`src/rtl/spec_add_pkg.sv`:
```
// spec_add_pkg: shared types and constants for the 24-bit segmented-adder scheduler.
`default_nettype none
package spec_add_pkg;
   typedef enum logic [1:0] {
      IDLE = 2'd0,
      FAST = 2'd1,
      FIX  = 2'd2,
      RESP = 2'd3
   } state_t;

   localparam int SEG_W    = 8;
   localparam int DEF_W    = 24;
   localparam int FIXCNT_W = 3;
endpackage
`default_nettype wire

```
`src/rtl/spec_add24_sched_rr_arb2.sv`:
```
// rr_arb2: two-input round-robin arbiter; the pointer moves to the loser on each advance.
`default_nettype none
module rr_arb2 (
   input  logic       clk,
   input  logic       rst,
   input  logic [1:0] req,
   input  logic       advance,
   output logic [1:0] grant
);
   // ptr names the requester that wins a tie
   logic ptr;

   always_comb begin
      grant = 2'b00;
      if (req[0] && (!req[1] || !ptr))
         grant = 2'b01;
      else if (req[1])
         grant = 2'b10;
   end

   always_ff @(posedge clk or posedge rst) begin
      if (rst)
         ptr <= 1'b0;
      else if (advance)
         ptr <= grant[0];
   end
endmodule
`default_nettype wire

```
`src/rtl/spec_add24_sched.sv`:
```
// spec_add24_sched: shares one external segmented adder between two requesters.
// Optional SPEC_ADD_STATS_EN adds saturating stat_ops / stat_fixes counters.
`default_nettype none
module spec_add24_sched
   import spec_add_pkg::*;
#(
   parameter int W          = DEF_W,
   parameter int FIX_CYCLES = 1
) (
   input  logic         clk,
   input  logic         rst,
   input  logic         req0_valid,
   output logic         req0_ready,
   input  logic [W-1:0] req0_a,
   input  logic [W-1:0] req0_b,
   input  logic         req0_c0,
   input  logic         req1_valid,
   output logic         req1_ready,
   input  logic [W-1:0] req1_a,
   input  logic [W-1:0] req1_b,
   input  logic         req1_c0,
   output logic         res_valid,
   input  logic         res_ready,
   output logic [W-1:0] res_s,
   output logic         res_c,
   output logic         res_id,
   output logic         res_fixed,
   output logic [W-1:0] add_a,
   output logic [W-1:0] add_b,
   output logic         add_c0,
   output logic         add_fix,
   input  logic [W-1:0] add_s,
   input  logic         add_c24,
   input  logic         add_sx
`ifdef SPEC_ADD_STATS_EN
   ,
   output logic [15:0]  stat_ops,
   output logic [15:0]  stat_fixes
`endif
);
   localparam logic [FIXCNT_W-1:0] FIX_LAST = FIXCNT_W'(FIX_CYCLES - 1);

   if (W % SEG_W != 0) begin : g_bad_width
      $error("W must be a multiple of SEG_W");
   end

   state_t              state;
   logic [FIXCNT_W-1:0] fix_cnt;
   logic                op_id;
   logic [1:0]          grant;
   logic                req_en;
   logic                accept;
   logic                res_hs;

   // Overlap is one deep: a new operation may only start as the held result leaves
   assign req_en     = (state == IDLE) || ((state == RESP) && res_ready);
   assign req0_ready = req_en & grant[0];
   assign req1_ready = req_en & grant[1];
   assign accept     = req0_ready | req1_ready;
   assign res_hs     = res_valid & res_ready;

   rr_arb2 u_arb (
      .clk     (clk),
      .rst     (rst),
      .req     ({req1_valid, req0_valid}),
      .advance (accept),
      .grant   (grant)
   );

   always_ff @(posedge clk or posedge rst) begin
      if (rst) begin
         state     <= IDLE;
         fix_cnt   <= '0;
         op_id     <= 1'b0;
         add_a     <= '0;
         add_b     <= '0;
         add_c0    <= 1'b0;
         add_fix   <= 1'b0;
         res_valid <= 1'b0;
         res_s     <= '0;
         res_c     <= 1'b0;
         res_id    <= 1'b0;
         res_fixed <= 1'b0;
      end else begin
         if (accept) begin
            add_a  <= grant[1] ? req1_a  : req0_a;
            add_b  <= grant[1] ? req1_b  : req0_b;
            add_c0 <= grant[1] ? req1_c0 : req0_c0;
            op_id  <= grant[1];
         end
         case (state)
            IDLE: begin
               if (accept)
                  state <= FAST;
            end
            FAST: begin
               if (!add_sx) begin
                  res_s     <= add_s;
                  res_c     <= add_c24;
                  res_id    <= op_id;
                  res_fixed <= 1'b0;
                  res_valid <= 1'b1;
                  state     <= RESP;
               end else begin
                  add_fix <= 1'b1;
                  fix_cnt <= '0;
                  state   <= FIX;
               end
            end
            FIX: begin
               if (fix_cnt == FIX_LAST) begin
                  res_s     <= add_s;
                  res_c     <= add_c24;
                  res_id    <= op_id;
                  res_fixed <= 1'b1;
                  res_valid <= 1'b1;
                  add_fix   <= 1'b0;
                  state     <= RESP;
               end else begin
                  fix_cnt <= fix_cnt + FIXCNT_W'(1);
               end
            end
            RESP: begin
               if (res_ready) begin
                  res_valid <= 1'b0;
                  state     <= accept ? FAST : IDLE;
               end
            end
            default: state <= IDLE;
         endcase
      end
   end

`ifdef SPEC_ADD_STATS_EN
   always_ff @(posedge clk or posedge rst) begin
      if (rst) begin
         stat_ops   <= '0;
         stat_fixes <= '0;
      end else if (res_hs) begin
         if (stat_ops != 16'hFFFF)
            stat_ops <= stat_ops + 16'd1;
         if (res_fixed && (stat_fixes != 16'hFFFF))
            stat_fixes <= stat_fixes + 16'd1;
      end
   end
`else
   logic unused_hs;
   assign unused_hs = res_hs;
`endif
endmodule
`default_nettype wire
```
`config.mk`:
```
export PLATFORM = sky130hd
export DESIGN_NAME = spec_add24_sched
export DESIGN_NICKNAME = d
export VERILOG_FILES = /design/src/rtl/spec_add_pkg.sv /design/src/rtl/spec_add24_sched_rr_arb2.sv /design/src/rtl/spec_add24_sched.sv
export SDC_FILE = /design/constraint.sdc
export NUM_CORES = 1
export LEC_CHECK = 0
export CAP_MARGIN = 20
export CORE_MARGIN = 1.5
export CORE_UTILIZATION = 36
export CTS_CLUSTER_DIAMETER = 40
export DETAILED_ROUTE_END_ITERATION = 6
export PLACE_DENSITY = 0.77
export SLEW_MARGIN = 15
export SYNTH_ARGS = -nofsm -noshare
export SYNTH_HDL_FRONTEND = slang
export SYNTH_HIERARCHICAL = 1
export SYNTH_SLANG_ARGS = --single-unit
```
`constraint.sdc`:
```
create_clock -name clk -period 2.74 [get_ports clk]
set_clock_uncertainty 0.15 [all_clocks]
set_input_delay 0.548 -clock clk [delete_from_list [all_inputs] [get_ports clk]]
set_output_delay 0.548 -clock clk [all_outputs]
set_load 0.05 [all_outputs]
```
Yosys cells after proc, flatten, opt, wreduce, memory -nomap -nowiden --
Index checks and enable logic that the tools add are counted.
Storage, ports and cells: flip-flop bits (word level) 85, input port bits 129, output and inout port bits 80, logic and storage cells 73
Cells by class: $add $sub $neg 1, equality and inequality tests 9, multiplexer cells 32, bitwise gates (word level) 3, reductions and logical operators 15
Operators with widths (count):
- two-way mux 24 bit | 4
- case mux 24 bit (2 select lines) | 1
- two-way mux 1 bit | 13
- inequality test 2 bit (second input constant) | 6
- AND reduction 3 bit | 4
- two-way mux 2 bit | 5
- case mux 1 bit (2 select lines) | 4
- case mux 2 bit (4 select lines) | 1
- two-way mux 3 bit | 2
- case mux 3 bit (2 select lines) | 1
- == test 2 bit (second input constant) | 2
- AND reduction 4 bit | 1
- adder 3 x 1 -> 3 bit (second input constant) | 1
- logical NOT 3 bit | 1
- case mux 1 bit (3 select lines) | 1
- nonzero test 3 bit | 1
- bitwise AND 1 bit | 2
- == test 2 x 1 -> 1 bit (second input constant) | 1
- logical AND 1 bit | 2
- logical NOT 1 bit | 2
- logical NOT 2 bit | 1
- logical OR 1 bit | 2
- nonzero test 2 bit | 1
- bitwise OR 1 bit | 1

Logic depth before layout (Yosys ltp) --
word-level depth 9, gate-level depth with buffers 7, mapped depth without buffers 5

Cells and area by module --
Netlist, hierarchy kept.
Modules (own cells, without submodules):
- spec_add24_sched | times used 1, cells each 271, area an instance 3951.3 um2, seq. area each 2102.0 um2
- rr_arb2 | times used 1, cells each 6, area an instance 66.3 um2, seq. area each 25.0 um2

Least setup slack after synthesis --
No wires, ideal clock.
kind input-to-output, from input port req1_valid, to output port req1_ready, data arrival time 1957 ps, required time 2042 ps, slack 85 ps, stages 4, path buffers 2, path through a21boi_0 > buf_2 > clkbuf_1 > nor2b_1
On the way: cells in the longest elaborated chain, start to end 5, elaborated cells between the ends (all ways) 6, classes of those cells mux: 2; bitwise: 1; reduce/logical: 3
Ends and longest elaborated chain:
- start: declaration | RTL line spec_add24_sched.sv:17 | input logic req1_valid,
- logical NOT 1 bit | RTL line spec_add24_sched_rr_arb2.sv:15 | if (req[0] && (!req[1] || !ptr))
- logical OR 1 bit | RTL line spec_add24_sched_rr_arb2.sv:15
- logical AND 1 bit | RTL line spec_add24_sched_rr_arb2.sv:15
- two-way mux 2 bit * | RTL line spec_add24_sched_rr_arb2.sv:15
- bitwise AND 1 bit * | RTL line spec_add24_sched.sv:58 | assign req1_ready = req_en & grant[1];
- end: declaration | RTL line spec_add24_sched.sv:18 | output logic req1_ready,
Mark *: on every way between the ends. The rest lies on a longest branch, timed or not.

Final worst setup path --
from input port req0_valid, to output port req0_ready
On the way: cells in the longest elaborated chain, start to end 3
Ends and longest elaborated chain:
- start: declaration | RTL line spec_add24_sched.sv:12 | input logic req0_valid,
- logical AND 1 bit | RTL line spec_add24_sched_rr_arb2.sv:15
- two-way mux 2 bit | RTL line spec_add24_sched_rr_arb2.sv:15
- via grant[0] | RTL line spec_add24_sched.sv:50 | logic [1:0] grant;
- bitwise AND 1 bit | RTL line spec_add24_sched.sv:57 | assign req0_ready = req_en & grant[0];
- end: declaration | RTL line spec_add24_sched.sv:13 | output logic req0_ready,
The timed path passes the listed nets, and every way through them passes these cells.

==> metrics.cfg <==
[run_status]
status = finished, final reports clean

[timing]
finalSetupViolations = 0
finalCritPeriodShare_pct = 92.24
slew_violations = 0
rsz0062_at_grt = no
clock.fmax_ghz = 0.3957
finalCriticalPeriod_ns = 2.527
tightestPinTransition_ns = 0.5631
setup_tns_ns = 0
hold_viol_final = 0
timing.slew.headroom_pct = 62.34

[synthesis]
syn_area_mm2 = 0.004018
ys.flop_type = dfrtp_1
synth_warnings = 6
syn_avg_cell_area_um2 = 14.50
synth_common_cells = 125 x mux2_2, 85 x dfrtp_1, 11 x inv_1, 7 x buf_2, 7 x ha_1
yosys.area.top_type_share_pct = 52.94
async_flop_share_pct = 100.0
ys_seq_area_share_pct = 52.94
yosysMostFrequentCell = mux2_2
synth_area_leader_cell = dfrtp_1
syn-num-nets = 413
ys_seq_elements = 85
synth_area_leaders = dfrtp_1 53%, mux2_2 35%, ha_1 2.2%, inv_1 1.0%, buf_2 0.87%
synth_edf_count = 0
synthCells = 277
synth_cell_types = 32

[worst_setup_path]
cp.required_ns = 2.04
startpoint_type = input pin
arrival_ns = 1.83
path_class = input pin to output pin
critical_path.endpoint_type = output pin
path_max_fanout = 3

[pwr]
p_sw_w = 0.004027
p_total_w = 0.008819
pwr-share-comb_pct = 63.6
pwr-share-clk_pct = 11.2
ir_drop_mv = 0.9463
p_leak_nw = 2.664
p_seq_share_pct = 25.1
intPower_w = 0.004791
swShare_pct = 45.67
p_per_area_mw_per_mm2 = 1348

[layout]
multi_input_area_mm2 = 0.001784
diodes = 0
areaGrowthSynthToFinish_pct = 62.82
fillers = 894
nNetsFinal = 624
postLayoutCoreUtil_pct = 60.34
final-seq-area_mm2 = 0.002127
drive_above_1_share_pct = 31.64

[detailed_routing]
drc = 0
first_iter_violations = 52
drt_pass1_iterations = 4
routed_wl_um = 9862
via_per_inst = 4.801
vias = 3039
wl_per_cell_um = 15.58
ant_nets = 0

[clock_tree]
cts_tree = yes
cts_buffer_depth = 2
cts_resized = 0
post-cts-setup-buffers = 0
cts_hold_buf = 0
clkLatencyLatePin_ns = 0.35
h-tree-depth = 3
cts_buffers = 9
cts.clk_slew.worst_paths_ns = 0.09
cts_root_buf = clkbuf_8
cts.sinks = 85

[global_routing]
grt_antenna_before_repair = 0
gr-usage-met2_pct = 29.56
grt.met3_usage_pct = 5.499
grt_usage_pct = 17.05
grt_most_used_layer = met2
grt_pass1_wl_um = 15440
grt_pass1_vias = 3252
grt_start_max_net_pins = 51
use_met1_pct = 18.48
overflow = 0

[die]
die_y_um = 108.6
core_mm2 = 0.01084
chipWidth_um = 108.6
num_io_pins = 209
fp.dieArea_mm2 = 0.01180
initial_core_util_pct = 37.06
placementRows = 38

[worst_hold_path]
hold_path_class = input pin to async pin

[job]
drv_cap = 0

[placed_design]
portBuffers = 208
dp.final_hpwl_um = 7581
place.gp.congestion = 0.8002

## power groups by stage
stage                     Clock, W  Sequential (W)  Combinational [W]
after floorplan                  0         0.00431            0.00179
after global placement           0         0.00222            0.00559
after detailed placement         0         0.00225            0.00567
after CTS                  0.00102         0.00223            0.00568
after global routing       0.00107         0.00231            0.00588
final                     0.000989         0.00222            0.00561
## final timing paths
check	startpoint	endpoint	slack [ns]	cells past startpoint
hold reg to reg	res_fixed	res_fixed	0.36	1
max in group asynchronous	rst	add_b[6]	1.43	3
setup reg to reg	state[0]	res_s[1]	0.60	6
hold / removal	rst	u_arb/ptr	0.28	2
min in group clk	res_fixed	res_fixed	0.36	1
setup / recovery	req0_valid	req0_ready	0.21	4
## layout by cell type (no fill, tap or decap), types with 2 or more instances in the layout
master           Yosys  routed
clkinvlp_4           0       3
mux2i_1              2       2
a21oi_1              2       2
bufinv_16            0       2
clkdlybuf4s50_1      0     206
inv_1               11      10
nor2b_1              4       4
buf_4                0       3
ha_1                 7       7
buf_12               0       5
mux2_2             125     125
nor2_1               4       3
clkbuf_8             0      10
o2bb2ai_1            2       2
nand2b_1             2       2
dfrtp_1             85      85
## state kept, by name (all words and copies together) (netlist names)
signal     flops
u_arb/ptr      1
res_id         1
add_c0         1
state          2
res_valid      1
fix_cnt        3
add_fix        1
add_a         24
res_fixed      1
op_id          1
res_c          1
add_b         24
res_s         24
## cells by family after synthesis
logic type,after synthesis,share of synthesized area [%]
multiplexers,129,36.19
flip-flops,85,52.94
buffers and inverters,25,3.114
AO/OA/AOI/OAI,18,3.738
AND/OR/NAND/NOR,13,1.837
adder cells (fa/ha/maj),7,2.180
## cell type report
class | instances | area share (%)
clock buffer | 11 | 2.161
clock inverter | 5 | 1.282
inverter | 11 | 0.6886
multi-input combinational | 167 | 27.28
sequential | 85 | 32.52
tap | 140 | 2.678
timing repair buffer | 214 | 33.40
## through the flow
step           setup slack [ns]  cell area, µm²  hold slack (ns)  instances
2_1_floorplan           0.08502            4021           0.1267        277
3_3_place_gp             0.2255            6316           0.3247        617
3_5_place_dp             0.1740            6316           0.3373        617
4_1_cts                  0.2245            6541           0.2549        633
5_1_grt                  0.1206            6541           0.2682        633
6_report                 0.2126            6541           0.2764        633
## worst max-delay path, cell delays in order
cell and delay (ns):
clkdlybuf4s50_1 0.53, a21boi_2 0.23, nor2b_1 0.33, buf_12 0.19
## layer usage
layer,wire (µm),vias up
met3,880,22
met5,0,-
li1,-,1413
met4,314,0
met1,3712,1478
met2,4956,126
(Power assumes the default switching activity.)
